==> src/rtl/fifo_pkg.sv <==
// rtl/fifo_pkg.sv - shared FIFO sizing constants and types
package fifo_pkg;

    localparam int DEFAULT_DEPTH = 4;
    localparam int ADDR_W        = $clog2(DEFAULT_DEPTH);
    localparam int PTR_W         = ADDR_W + 1;

    typedef logic [ADDR_W-1:0] addr_t;
    typedef logic [PTR_W-1:0]  ptr_t;

endpackage

==> src/rtl/fifo_control_unit_if.sv <==
// rtl/fifo_control_unit_if.sv - request, register-file and status signals of the FIFO controller
interface fifo_control_unit_if
    import fifo_pkg::*;
#(
    parameter int AW = ADDR_W
);
    logic          push;
    logic          pop;
    logic [AW-1:0] w_addr;
    logic [AW-1:0] r_addr;
    logic          we;
    logic          full;
    logic          empty;
    logic [AW:0]   count;
    logic          almost_full;
    logic          almost_empty;
    logic          overflow;
    logic          underflow;

    modport master (
        output push, pop,
        input  w_addr, r_addr, we, full, empty, count,
        input  almost_full, almost_empty, overflow, underflow
    );

    modport slave (
        input  push, pop,
        output w_addr, r_addr, we, full, empty, count,
        output almost_full, almost_empty, overflow, underflow
    );

endinterface

==> src/rtl/fifo_control_unit.sv <==
// rtl/fifo_control_unit.sv - FIFO pointer/flag controller driving a dual-port register file
module fifo_control_unit
    import fifo_pkg::*;
#(
    parameter int DEPTH    = DEFAULT_DEPTH,
    parameter int AF_LEVEL = DEPTH - 1,
    parameter int AE_LEVEL = 1
) (
    input  logic                clk,
    input  logic                rst_n,
    fifo_control_unit_if.slave  bus
);
    localparam int AW = $clog2(DEPTH);
    localparam int PW = AW + 1;
    localparam logic [PW-1:0] AF_L = PW'(AF_LEVEL);
    localparam logic [PW-1:0] AE_L = PW'(AE_LEVEL);

    logic [PW-1:0] w_ptr;
    logic [PW-1:0] r_ptr;
    logic [PW-1:0] occ;
    logic          full;
    logic          empty;
    logic          push_ok;
    logic          pop_ok;
    logic          overflow_q;
    logic          underflow_q;

    // Status comes only from registered pointers, so push/pop never reach the flags.
    assign empty = (w_ptr == r_ptr);
    assign full  = (w_ptr[AW-1:0] == r_ptr[AW-1:0]) && (w_ptr[AW] != r_ptr[AW]);
    assign occ   = w_ptr - r_ptr;

    // A pop in the same cycle frees the slot, so a full FIFO still accepts the push.
    assign push_ok = bus.push && (!full || bus.pop);
    assign pop_ok  = bus.pop && !empty;

    always_ff @(posedge clk) begin
        if (!rst_n) begin
            w_ptr       <= '0;
            r_ptr       <= '0;
            overflow_q  <= 1'b0;
            underflow_q <= 1'b0;
        end else begin
            if (push_ok) begin
                w_ptr <= w_ptr + PW'(1);
            end
            if (pop_ok) begin
                r_ptr <= r_ptr + PW'(1);
            end
            if (bus.push && full && !bus.pop) begin
                overflow_q <= 1'b1;
            end
            if (bus.pop && empty) begin
                underflow_q <= 1'b1;
            end
        end
    end

    assign bus.we           = push_ok && rst_n;
    assign bus.w_addr       = w_ptr[AW-1:0];
    assign bus.r_addr       = r_ptr[AW-1:0];
    assign bus.full         = full;
    assign bus.empty        = empty;
    assign bus.count        = occ;
    assign bus.almost_full  = (occ >= AF_L);
    assign bus.almost_empty = (occ <= AE_L);
    assign bus.overflow     = overflow_q;
    assign bus.underflow    = underflow_q;

endmodule

==> src/flat_wrapper.sv <==
// flat-port wrapper written by rule: the top's interface ports become plain ports
module fifo_control_unit_flat import fifo_pkg::*;
#(
    parameter int DEPTH    = DEFAULT_DEPTH,
    parameter int AF_LEVEL = DEPTH - 1,
    parameter int AE_LEVEL = 1
)
  (clk, rst_n, bus_push, bus_pop, bus_w_addr, bus_r_addr, bus_we, bus_full, bus_empty, bus_count, bus_almost_full, bus_almost_empty, bus_overflow, bus_underflow);
  fifo_control_unit_if #(.AW(2)) bus_i ();
  input  logic clk;
  input  logic rst_n;
  input wire logic [$bits(bus_i.push)-1:0] bus_push;
  input wire logic [$bits(bus_i.pop)-1:0] bus_pop;
  output wire logic [$bits(bus_i.w_addr)-1:0] bus_w_addr;
  output wire logic [$bits(bus_i.r_addr)-1:0] bus_r_addr;
  output wire logic [$bits(bus_i.we)-1:0] bus_we;
  output wire logic [$bits(bus_i.full)-1:0] bus_full;
  output wire logic [$bits(bus_i.empty)-1:0] bus_empty;
  output wire logic [$bits(bus_i.count)-1:0] bus_count;
  output wire logic [$bits(bus_i.almost_full)-1:0] bus_almost_full;
  output wire logic [$bits(bus_i.almost_empty)-1:0] bus_almost_empty;
  output wire logic [$bits(bus_i.overflow)-1:0] bus_overflow;
  output wire logic [$bits(bus_i.underflow)-1:0] bus_underflow;
  assign bus_i.push = bus_push;
  assign bus_i.pop = bus_pop;
  assign bus_w_addr = bus_i.w_addr;
  assign bus_r_addr = bus_i.r_addr;
  assign bus_we = bus_i.we;
  assign bus_full = bus_i.full;
  assign bus_empty = bus_i.empty;
  assign bus_count = bus_i.count;
  assign bus_almost_full = bus_i.almost_full;
  assign bus_almost_empty = bus_i.almost_empty;
  assign bus_overflow = bus_i.overflow;
  assign bus_underflow = bus_i.underflow;
  fifo_control_unit #(.DEPTH(DEPTH), .AF_LEVEL(AF_LEVEL), .AE_LEVEL(AE_LEVEL)) u_core (.clk(clk), .rst_n(rst_n), .bus(bus_i));
endmodule
==> config.mk <==
export PLATFORM = sky130hd
export DESIGN_NAME = fifo_control_unit_flat
export DESIGN_NICKNAME = d
export VERILOG_FILES = /design/src/rtl/fifo_pkg.sv /design/src/rtl/fifo_control_unit_if.sv /design/src/rtl/fifo_control_unit.sv /design/src/flat_wrapper.sv
export SDC_FILE = /design/constraint.sdc
export NUM_CORES = 1
export LEC_CHECK = 0
export CORE_AREA = 2 2 39 41
export CTS_CLUSTER_DIAMETER = 100
export CTS_CLUSTER_SIZE = 30
export DETAILED_ROUTE_END_ITERATION = 8
export DIE_AREA = 0 0 41 43
export GPL_TIMING_DRIVEN = 0
export PLACE_DENSITY_LB_ADDON = 0.15
export SKIP_LAST_GASP = 1
export SYNTH_ARGS = -nofsm -noshare
export SYNTH_HDL_FRONTEND = slang
export SYNTH_SLANG_ARGS = --single-unit
==> constraint.sdc <==
create_clock -name clk -period 2.95 [get_ports clk]
set_input_delay 0.4425 -clock clk [delete_from_list [all_inputs] [get_ports clk]]
set_output_delay 0.4425 -clock clk [all_outputs]
set_load 0.05 [all_outputs]
==> results by group, run 1 <==
Outcome
  • Run status: finished, final reports clean

Final layout
  • Post-route non-filler standard cell count: 94
  • Area occupied by multi-input gates: 299 um^2
  • Layout Nets: 89
  • Area growth from synthesis to layout: 43.0%
  • Share of layout cells above drive strength 1: 0.0897
  • Inserted Diodes: 0
  • Count of fill cells added during filler insertion: 143
  • FF/Latch Area: 160 um^2

Timing
  • Final number of max-transition violations: 0
  • Final setup TNS: 0 ns
  • RSZ-0062 raised after global routing: false
  • Worst setup skew after layout: 0.00286 ns
  • Period utilisation layout: 0.932
  • Rel. slew slack: 0.665
  • Endpoints failing setup: 0
  • Count of final hold-check violations: 0
  • Max Fclk: 364 MHz
  • Transition time of the tightest slew-check pin: 0.502 ns
  • Min cycle time layout: 2.75 ns

Drt
  • Drt drc: 0
  • Detailed-routing iteration count for the pre-antenna-repair pass: 1
  • Overall routed net length: 970 um
  • Number of antenna-violating nets in the routed design: 0
  • Via count: 427
  • DRC violation total after the first TritonRoute iteration: 0
  • Post-DR wirelength/cell: 10.3 um
  • Via density: 4.54

Logic synthesis
  • Share of async-settable or async-resettable flops after synthesis: 0
  • Number of different library cells in the post-synthesis netlist: 21
  • Ys flop type: sky130_fd_sc_hd__dfxtp_1
  • Yosys reg bits: 8
  • List of most frequent post-synthesis cells: sky130_fd_sc_hd__nand2_1, sky130_fd_sc_hd__dfxtp_1, sky130_fd_sc_hd__mux2i_1
  • Largest area contributor in the synthesized netlist: sky130_fd_sc_hd__dfxtp_1
  • Number of standard cells after synthesis: 58
  • Sequential cell area fraction in the yosys report: 0.313
  • Number of synthesized flops with an enable pin: 0
  • Avg Cell Area, Syn: 8.82 um^2
  • Most common cell in the synthesized netlist: sky130_fd_sc_hd__nand2_1
  • Area of the mapped netlist: 512 um^2
  • Portion of synthesized cell area occupied by the leading cell type: 0.313
  • Warnings, synthesis: 0
  • Area contributors post-synth: sky130_fd_sc_hd__dfxtp_1, sky130_fd_sc_hd__mux2i_1, sky130_fd_sc_hd__ha_1
  • Mapped Nets: 67

Critical path
  • Signal arrival time at the worst endpoint: 2.31 ns
  • Standard cell with the maximum stage delay on the critical path: sky130_fd_sc_hd__clkdlybuf4s50_1
  • Data required time of the worst path: 2.51 ns
  • Cell breakdown of the critical path: ha_1 > inv_1 > fa_1 > xnor2_1 > nor2_1 > clkdlybuf4s50_1
  • Worst Path Class, Setup: register to output port
  • Number of cells traversed by the worst register-to-register path: 5
  • Slowest stage delay, CP: 0.80 ns
  • Critical Path Source Type: register
  • Endpoint of the worst-slack reg-to-reg timing path: u_core.w_ptr[0]$_SDFFE_PN0P_
  • Type of destination of the critical path: output port
  • Crit-path max FO: 5
  • Start of the worst register-to-register path: u_core.w_ptr[0]$_SDFFE_PN0P_
  • Flop2flop setup slack: 1.44 ns

Power
  • Worst supply voltage drop on vdd: 0.483 mV
  • Total power consumption of the routed design: 539 uW
  • Leakage power of the design: 0.368 nW
  • Power per cell area: 736 nW/um^2

CTS
  • Clock transition at the registers of the reported paths: 0.06 ns
  • TritonCTS clock tree: done
  • Clock tree buffer depth: 2
  • Count of clock tree sinks: 8
  • Clk Latency, worst-skew pair: 0.25 ns
  • Cts-stage hold buffer count: 0
  • Total CTS buffers: 3
  • Library cell used as clock root buffer: sky130_fd_sc_hd__clkbuf_4
  • H-tree depth reported by CTS: 1

Floorplanning
  • Rows: 14
  • IO Count: 18
  • Height of the die: 43 um
  • Initial standard-cell utilization of the core: 0.370
  • Core area: 1380 um^2
  • Total Die Area: 1760 um^2
  • Die width: 41 um

Global routing
  • Initial antenna violation count: 0
  • Total global routing track utilization: 0.153
  • Overflow after GRT: 0
  • Largest net degree at the start of global routing: 11
  • Wire length of the first global-routing pass: 1.75 mm
  • Vias in the first global route: 435

Min path
  • Class of the most critical hold timing path: register to register
  • Hold Crit Start: u_core.bus.overflow$_SDFFE_PN0P_
  • Number of instances on the worst hold path: 1
  • End of the worst hold path: u_core.bus.overflow$_SDFFE_PN0P_

Run
  • Number of violations of the max-capacitance limit: 0

Placement
  • IO buf count: 17
  • HPWL reported at the end of detailed placement: 758 um
  • Placed Instances: 91
  • Global placer's final weighted congestion: 0.751
==> cell type report <==
| class | instances | share of cell area |
|---|---|---|
| buffer | 5 | 0.0462 |
| clock buffer | 3 | 0.0308 |
| inverter | 5 | 0.0256 |
| multi-input combinational | 40 | 0.409 |
| sequential | 8 | 0.219 |
| tap | 16 | 0.0274 |
| timing repair buffer | 17 | 0.243 |
==> worst max-delay path: cells and delay by family (launching register included) <==
| kind | cells | cell delay [ns] |
|---|---|---|
| buf+inv | 2 | 0.84 |
| fa+ha+maj | 2 | 0.54 |
| flops | 1 | 0.40 |
| simple gates | 1 | 0.10 |
| xor+xnor | 1 | 0.17 |
==> worst max path at each step <==
stage,from,to,slack [ns]
after global placement,rst_n,bus_we,0.11
final,u_core.r_ptr[0]$_SDFFE_PN0P_,bus_almost_empty,0.20
after floorplan,u_core.r_ptr[0]$_SDFFE_PN0P_,bus_almost_empty,0.17
after CTS,u_core.r_ptr[0]$_SDFFE_PN0P_,bus_almost_full,0.07
after detailed placement,rst_n,bus_we,0.11
after global routing,u_core.r_ptr[0]$_SDFFE_PN0P_,bus_almost_empty,0.01
==> metal layers <==
metal	vias to the layer above	track usage	share of wire
li1	231	-	-
met4	0	0.140	0.018
met5	-	0	0
met1	183	0.182	0.46
met3	2	0.0157	0.048
met2	11	0.225	0.47
==> cell usage in the layout, fill, tap and decap left out, drive strengths merged, types with 2 or more instances in the layout <==
master / instances
buf: 4
mux2i: 6
xnor2: 2
clkdlybuf4s50: 14
ha: 4
nand2b: 3
inv: 5
nand2: 10
dlymetal6s2s: 3
nor2: 3
clkbuf: 4
dfxtp: 8
o21a: 2
==> cell families (layout without fill, tap and decap cells) <==
logic type	after synthesis	after routing	share of synthesized area
buffers and inverters	10	30	0.103
muxes	6	6	0.117
AOI/OAI and AO/OA	7	7	0.108
and+or+nand+nor	19	19	0.171
DFF	8	8	0.313
xor gates and xnor gates	3	3	0.0514
adders and majority gates	5	5	0.137
==> power breakdown <==
group / internal, mW / switching [mW]
Clock: 0.0466 / 0.0374
Sequential: 0.118 / 0.0102
Combinational: 0.112 / 0.214
Total: 0.277 / 0.262
==> sequential cells by signal, summed over array words and instances, names as in the netlist <==
register              flops
u_core.bus.underflow      1
u_core.r_ptr              3
u_core.w_ptr              3
u_core.bus.overflow       1
==> what timing repair did <==
item,in CTS,in global routing
resized for setup,0,3
buffers inserted,0,0
hold endpoints to repair,0,0
setup endpoints to repair,0,3
==> per-stage QoR <==
step	instance area (um^2)	hold WS (ns)	util	worst slack, ns
final	732	0.462	0.529	0.199
after global routing	732	0.488	0.529	0.0127
after CTS	724	0.466	0.524	0.0719
after detailed placement	702	0.453	0.507	0.112
after global placement	702	0.448	0.507	0.107
after floorplan	512	0.465	-	0.166
(Power assumes the default switching activity.)
==> inputs of run 2 (changes only) <==
SKIP_CTS_REPAIR_TIMING = 1   (was not set)
==> results of run 2 <==
Same layout as run 1: the final DEF is identical, and so are final timing and power.
==> inputs of run 3 (changes only) <==
CAP_MARGIN = 15   (was not set)
==> results of run 3 <==
Same layout as run 1: the final DEF is identical, and so are final timing and power.
